**config.mk**
```make
export PLATFORM = sky130hd
export DESIGN_NAME = uart_cmd_wrapper_flat
export DESIGN_NICKNAME = d
export VERILOG_FILES = /design/src/rtl/uart_cmd_pkg.sv /design/src/rtl/uart_cmd_if.sv /design/src/rtl/uart_resp_q.sv /design/src/rtl/uart_cmd_wrapper.sv /design/src/flat_wrapper.sv
export SDC_FILE = /design/constraint.sdc
export NUM_CORES = 1
export LEC_CHECK = 0
export ABC_CLOCK_PERIOD_IN_PS = 1900
export CAP_MARGIN = 20
export CORE_MARGIN = 2
export CORE_UTILIZATION = 50
export DETAILED_ROUTE_END_ITERATION = 16
export DONT_BUFFER_PORTS = 1
export PLACE_DENSITY = 0.65
export SYNTH_ARGS = -nofsm -noshare
export SYNTH_HDL_FRONTEND = slang
export SYNTH_SLANG_ARGS = --single-unit
```
**constraint.sdc**
```tcl
create_clock -name clk -period 1.9 [get_ports clk]
set_clock_uncertainty 0.05 [all_clocks]
set_input_delay 0.19 -clock clk [delete_from_list [all_inputs] [get_ports clk]]
set_output_delay 0.19 -clock clk [all_outputs]
set_load 0.02 [all_outputs]
```
**src/rtl/uart_cmd_pkg.sv**
```systemverilog
// Shared definitions for the UART command framing stage: RX framing states,
// command opcodes understood by cmd_cfg and the positive-acknowledge response.
package uart_cmd_pkg;

    typedef enum logic [1:0] {
        WAIT_CMD = 2'd0,
        WAIT_HI  = 2'd1,
        WAIT_LO  = 2'd2
    } rx_state_e;

    // Opcodes shared with cmd_cfg; the framing stage passes them through untouched.
    localparam logic [7:0] CMD_CFG_GAIN   = 8'h01;
    localparam logic [7:0] CMD_CFG_OFFSET = 8'h02;
    localparam logic [7:0] CMD_CFG_THRESH = 8'h03;
    localparam logic [7:0] CMD_CFG_MODE   = 8'h04;
    localparam logic [7:0] CMD_CAL_START  = 8'h05;
    localparam logic [7:0] CMD_READ_STAT  = 8'h06;
    localparam logic [7:0] CMD_WRITE_REG  = 8'h07;
    localparam logic [7:0] CMD_NOP        = 8'h08;

    localparam logic [7:0] POS_ACK = 8'hA5;

endpackage

```
**src/rtl/uart_cmd_if.sv**
```systemverilog
// Signal bundle between the UART byte transceiver / cmd_cfg and the framing stage.
// The framing stage uses the slave modport; its environment uses master.
interface uart_cmd_if;

    logic        rx_rdy;
    logic [7:0]  rx_data;
    logic        clr_rx_rdy;
    logic        tx_done;
    logic        trmt;
    logic [7:0]  tx_data;
    logic        clr_cmd_rdy;
    logic        send_resp;
    logic [7:0]  resp;
    logic        cmd_rdy;
    logic [7:0]  cmd;
    logic [15:0] data;
    logic        resp_sent;
    logic        frm_err;

    modport slave (
        input  rx_rdy, rx_data, tx_done, clr_cmd_rdy, send_resp, resp,
        output clr_rx_rdy, trmt, tx_data, cmd_rdy, cmd, data, resp_sent, frm_err
    );

    modport master (
        output rx_rdy, rx_data, tx_done, clr_cmd_rdy, send_resp, resp,
        input  clr_rx_rdy, trmt, tx_data, cmd_rdy, cmd, data, resp_sent, frm_err
    );

endinterface

```
**src/rtl/uart_resp_q.sv**
```systemverilog
// Response transmit path: launches a response byte on an idle transmitter or
// parks it in a one-entry pending register (newest wins) until tx_done.
module uart_resp_q (
    input  logic       clk,
    input  logic       rst_n,
    input  logic       send_resp,
    input  logic [7:0] resp,
    input  logic       tx_done,
    output logic       trmt,
    output logic [7:0] tx_data,
    output logic       resp_sent
);

    logic       busy;
    logic       pend_vld;
    logic [7:0] pend_data;

    // NOTE: sequential state uses non-blocking assignments so every register
    // samples pre-edge values; the default trmt<=0 makes it a one-cycle pulse.
    always_ff @(posedge clk or negedge rst_n) begin
        if (!rst_n) begin
            busy      <= 1'b0;
            pend_vld  <= 1'b0;
            pend_data <= 8'h00;
            trmt      <= 1'b0;
            tx_data   <= 8'h00;
            resp_sent <= 1'b0;
        end else begin
            trmt      <= 1'b0;
            resp_sent <= tx_done;
            if (tx_done && pend_vld) begin
                // Older pending byte goes first; a simultaneous new one takes its slot.
                trmt     <= 1'b1;
                tx_data  <= pend_data;
                pend_vld <= send_resp;
                if (send_resp) pend_data <= resp;
            end else if (send_resp && (!busy || tx_done)) begin
                trmt    <= 1'b1;
                tx_data <= resp;
                busy    <= 1'b1;
            end else if (send_resp) begin
                pend_vld  <= 1'b1;
                pend_data <= resp;
            end else if (tx_done) begin
                busy <= 1'b0;
            end
        end
    end

endmodule

```
**src/rtl/uart_cmd_wrapper.sv**
```systemverilog
// Frames 3-byte remote commands (opcode, data hi, data lo) and returns cmd_cfg responses.
// Optional inter-byte timeout that drops partial frames: define CMD_TIMEOUT_EN.
module uart_cmd_wrapper
    import uart_cmd_pkg::*;
#(
    parameter int TMO_W = 20
) (
    input logic       clk,
    input logic       rst_n,
    uart_cmd_if.slave bus
);

    if (TMO_W < 2) begin : g_bad_tmo_w
        $error("TMO_W must be at least 2");
    end

    rx_state_e   state;
    logic [7:0]  cmd_q;
    logic [15:0] data_q;
    logic        cmd_rdy_q;
    logic        tmo_hit;

    // Every offered byte is taken, so the acknowledge is the request itself.
    assign bus.clr_rx_rdy = bus.rx_rdy;

`ifdef CMD_TIMEOUT_EN
    logic [TMO_W-1:0] tmo_cnt;
    logic             frm_err_q;

    // A byte arriving in the saturation cycle wins over the timeout.
    assign tmo_hit = (state != WAIT_CMD) && (&tmo_cnt) && !bus.rx_rdy;

    always_ff @(posedge clk or negedge rst_n) begin
        if (!rst_n) begin
            tmo_cnt   <= '0;
            frm_err_q <= 1'b0;
        end else begin
            frm_err_q <= tmo_hit;
            if (bus.rx_rdy || state == WAIT_CMD || tmo_hit) tmo_cnt <= '0;
            else tmo_cnt <= tmo_cnt + 1'b1;
        end
    end

    assign bus.frm_err = frm_err_q;
`else
    assign tmo_hit     = 1'b0;
    assign bus.frm_err = 1'b0;
`endif

    always_ff @(posedge clk or negedge rst_n) begin
        if (!rst_n) begin
            state     <= WAIT_CMD;
            cmd_q     <= 8'h00;
            data_q    <= 16'h0000;
            cmd_rdy_q <= 1'b0;
        end else begin
            // NOTE: the frame-complete set below is written later in this block,
            // so it overrides a same-cycle clr_cmd_rdy (last NBA wins).
            if (bus.clr_cmd_rdy) cmd_rdy_q <= 1'b0;
            if (bus.rx_rdy) begin
                unique case (state)
                    WAIT_CMD: begin
                        cmd_q     <= bus.rx_data;
                        cmd_rdy_q <= 1'b0;
                        state     <= WAIT_HI;
                    end
                    WAIT_HI: begin
                        data_q[15:8] <= bus.rx_data;
                        state        <= WAIT_LO;
                    end
                    WAIT_LO: begin
                        data_q[7:0] <= bus.rx_data;
                        cmd_rdy_q   <= 1'b1;
                        state       <= WAIT_CMD;
                    end
                    default: state <= WAIT_CMD;
                endcase
            end else if (tmo_hit) begin
                // Partial cmd/data values are left as they are.
                state <= WAIT_CMD;
            end
        end
    end

    assign bus.cmd     = cmd_q;
    assign bus.data    = data_q;
    assign bus.cmd_rdy = cmd_rdy_q;

    uart_resp_q u_resp_q (
        .clk       (clk),
        .rst_n     (rst_n),
        .send_resp (bus.send_resp),
        .resp      (bus.resp),
        .tx_done   (bus.tx_done),
        .trmt      (bus.trmt),
        .tx_data   (bus.tx_data),
        .resp_sent (bus.resp_sent)
    );

endmodule
```
**src/flat_wrapper.sv**
```systemverilog
// flat-port wrapper written by rule: the top's interface ports become plain ports
module uart_cmd_wrapper_flat import uart_cmd_pkg::*;
#(
    parameter int TMO_W = 20
)
  (clk, rst_n, bus_rx_rdy, bus_rx_data, bus_tx_done, bus_clr_cmd_rdy, bus_send_resp, bus_resp, bus_clr_rx_rdy, bus_trmt, bus_tx_data, bus_cmd_rdy, bus_cmd, bus_data, bus_resp_sent, bus_frm_err);
  uart_cmd_if bus_i ();
  input logic clk;
  input logic rst_n;
  input wire logic [$bits(bus_i.rx_rdy)-1:0] bus_rx_rdy;
  input wire logic [$bits(bus_i.rx_data)-1:0] bus_rx_data;
  input wire logic [$bits(bus_i.tx_done)-1:0] bus_tx_done;
  input wire logic [$bits(bus_i.clr_cmd_rdy)-1:0] bus_clr_cmd_rdy;
  input wire logic [$bits(bus_i.send_resp)-1:0] bus_send_resp;
  input wire logic [$bits(bus_i.resp)-1:0] bus_resp;
  output wire logic [$bits(bus_i.clr_rx_rdy)-1:0] bus_clr_rx_rdy;
  output wire logic [$bits(bus_i.trmt)-1:0] bus_trmt;
  output wire logic [$bits(bus_i.tx_data)-1:0] bus_tx_data;
  output wire logic [$bits(bus_i.cmd_rdy)-1:0] bus_cmd_rdy;
  output wire logic [$bits(bus_i.cmd)-1:0] bus_cmd;
  output wire logic [$bits(bus_i.data)-1:0] bus_data;
  output wire logic [$bits(bus_i.resp_sent)-1:0] bus_resp_sent;
  output wire logic [$bits(bus_i.frm_err)-1:0] bus_frm_err;
  assign bus_i.rx_rdy = bus_rx_rdy;
  assign bus_i.rx_data = bus_rx_data;
  assign bus_i.tx_done = bus_tx_done;
  assign bus_i.clr_cmd_rdy = bus_clr_cmd_rdy;
  assign bus_i.send_resp = bus_send_resp;
  assign bus_i.resp = bus_resp;
  assign bus_clr_rx_rdy = bus_i.clr_rx_rdy;
  assign bus_trmt = bus_i.trmt;
  assign bus_tx_data = bus_i.tx_data;
  assign bus_cmd_rdy = bus_i.cmd_rdy;
  assign bus_cmd = bus_i.cmd;
  assign bus_data = bus_i.data;
  assign bus_resp_sent = bus_i.resp_sent;
  assign bus_frm_err = bus_i.frm_err;
  uart_cmd_wrapper #(.TMO_W(TMO_W)) u_core (.clk(clk), .rst_n(rst_n), .bus(bus_i));
endmodule
```
==> results.md <==
* Status: completed
* Crit Path Class: register to register
* Least-Margin Pin Slew at 0.502 ns
* Minimum hold slack at 0.0397 ns
* Critical path peak fanout at 12
* Largest net degree at the start of global routing at 48
* Area share of fa/ha/maj cells after synthesis at 0%
* Setup Viol. Count Final at 0
* Fin crit period at 1.55 ns
* Worst Hold Class: input pin to register
* Largest family of logic cells by synthesized area: multiplexers
* Fin crit share at 81.4%
* Diode count at 0
* Synth Area in Simple Gates at 6.07%
* DR WL/cell at 18.5 um
* DR iter-0 viols at 65
* Leak Pwr at 0.968 nW
* TritonCTS Sinks at 47
* Vias per cell at 5.75
* Clk Latency, worst-skew pair at 0.29 ns
* Worst path required time at 2.03 ns
* CP Launch Type: register
* Cells after Synth at 123
* H-tree depth at 2
* Die ar. at 4170 um2
* Worst vdd ir at 638 uV
* Boundary Pins at 59
* Mapped Avg Cell Area at 14.9 um2
* Cell Pwr Density at 1490 nW/um2
* Die Wd at 64.6 um
* Unrepaired setup endpoints after global routing: no
* Max clock buf depth at 2
* Max Cap Viol at 0
* Root Buffer: clkbuf_8
* Post-CTS Setup Inserts at 0
* Synth warn at 0
* Post-Synth XOR/XNOR Area at 0%
* Clk slew on worst S/H paths at 0.08 ns
* CTS Buf Count at 5
* Chip height at 64.6 um
* Worst Hold Launch: bus_send_resp
* Post-synthesis register bit count at 47
* Register area share after synthesis at 64.1%
* Core area at 3610 um2
* FF/Latch Area at 1180 um2
* First-pass GRT wire length at 5800 um
* Row cnt at 22
* Vias at 1115
* Max Fclk at 0.647 GHz
* Count of cell types in the netlist at 22
* Synth Area in Compound Gates at 6.88%
* Detail Route Antenna Nets at 0
* Max stage delay on crit path at 0.49 ns
* CTS tree: built
* Initial antenna violation count at 0
* Design Power at 3.25 mW
* GRT Total Usage at 19.0%
* Largest delay contributor family on the critical path: multiplexers
* IO Port Bufs at 0
* Mux contribution to synthesized area at 20.2%
* Crit-path cells: mux2_2, nand2_2, mux2_2
* Setup crit end kind: register
* CP most frequent cell: mux2_2
* Design area at 2180 um2
* Synthesized Nets at 145
* Crit path from: u_core.u_resp_q.pend_vld
* Post-DP HPWL at 2380 um
* First drt pass iteration count at 4
* Initial Util at 50.9%
* Area of the multi-input gates at 613 um2
* Synthesized area at 1840 um2
* CP max-delay cell: dfrtp_1
* Synth-to-Final Area Change at 18.7%
* Data arrival, critical path at 1.68 ns
* Normalized max-slew margin at 66.4%
* Setup TNS at 0 ns
* Post-route DRC at 0
* # fillers at 293
* Net count, final at 169
* Crit Reg-Reg Startpoint: u_core.u_resp_q.pend_vld
* Gr ovfl total at 0
* Buf+Inv Stages, Crit Path at 0
* Fin. max-slew vios at 0
* Placed inst area at 1870 um2
* Layout cells sized above 1 at 30.8%
* GPL Wtd Cong at 0.726
* Final Util at 60.4%
* Final Hold Viols at 0
* Drt total wl at 3600 um
* Number of global-route vias before repair at 1191
## report_power, final
part / total (mW) / internal, mW / switching (mW)
combinational: 0.634 / 0.393 / 0.241
clock: 0.536 / 0.245 / 0.291
sequential: 2.08 / 1.39 / 0.693
total: 3.25 / 2.03 / 1.22
## sequential cells by signal, indices dropped and copies added, names as in the netlist
signal	cells
u_core.bus.cmd	8
u_core.bus.cmd_rdy	1
u_core.bus.data	16
u_core.state	2
u_core.u_resp_q.busy	1
u_core.u_resp_q.pend_data	8
u_core.u_resp_q.pend_vld	1
u_core.u_resp_q.resp_sent	1
u_core.u_resp_q.trmt	1
u_core.u_resp_q.tx_data	8
## worst paths after layout
path,cells after the start,slack (ns),endpoint
setup / recovery,3,0.35,u_core.u_resp_q.pend_data[5]
hold / removal,2,0.04,u_core.u_resp_q.busy
setup reg to reg,3,0.35,u_core.u_resp_q.pend_data[5]
hold reg to reg,1,0.45,u_core.u_resp_q.pend_data[0]
max in group asynchronous,2,1.24,u_core.bus.data[4]
min in group asynchronous,2,0.36,u_core.bus.cmd[3]
## routing by layer
layer	part of all wire, %	global-route usage [%]	vias up
met1	41	21.2	579
met2	50	32.9	46
met5	0	0	-
met4	2.0	9.57	0
met3	6.8	5.73	7
li1	-	-	483
## cells by family after synthesis
family	count (synthesis)
DFF	47
muxes	33
AOI/OAI and AO/OA	16
and+or+nand+nor	16
buffers and inverters	10
other	1
## final cells by class
type                            count  area share, %
Sequential cell                    47           54.0
Multi-Input combinational cell     66           28.1
Timing Repair Buffer               22           10.9
Clock buffer                        6           3.33
Tap cell                           48           2.76
Inverter                            5          0.862
## stage by stage
| step | cells | setup slack, ns |
|---|---|---|
| 6_report | 194 | 0.353 |
| 5_1_grt | 194 | 0.295 |
| 4_1_cts | 192 | 0.350 |
| 3_5_place_dp | 166 | 0.367 |
| 3_3_place_gp | 166 | 0.417 |
| 2_1_floorplan | 123 | 0.587 |
## Yosys cell counts
master     n  share of area, %
buf_2      1              0.27
nor3_4     1              0.89
a31oi_1    1              0.34
nor2b_1    1              0.34
and3_1     8               2.7
inv_1      4              0.82
nand2b_1   1              0.34
buf_4      2              0.82
inv_2      1              0.20
nand2_1    1              0.20
conb_1     1              0.20
nand2_2    2              0.68
o21ai_0    4               1.1
o21a_1     1              0.41
mux2_2    33                20
dfrtp_1   47                64
a21o_1     1              0.41
a21oi_1    1              0.27
a221o_1    8               4.4
nand3_2    1              0.55
clkbuf_1   2              0.41
nor2_2     1              0.34
## worst reg2reg max path, delay by kind of cell (launching register included)
kind          cells  cell delay [ns]
mux               2             0.70
flops             1             0.49
simple gates      1             0.20
## timing repair
item                                   4_1_cts  5_1_grt
gates resized for setup                      0        0
endpoints found under the hold margin       89        2
hold buffers                                20        2
## cell usage in the layout, fill, tap and decap left out, drive strengths merged
cell type,instances
a21o,1
a21oi,1
a221o,8
a31oi,1
and3,8
buf,1
clkbuf,6
conb,1
dfrtp,47
dlygate4sd3,21
inv,5
mux2,33
nand2,3
nand2b,1
nand3,1
nor2,1
nor2b,1
nor3,1
o21a,1
o21ai,4
No activity file was read; power rests on OpenSTA's default activity.
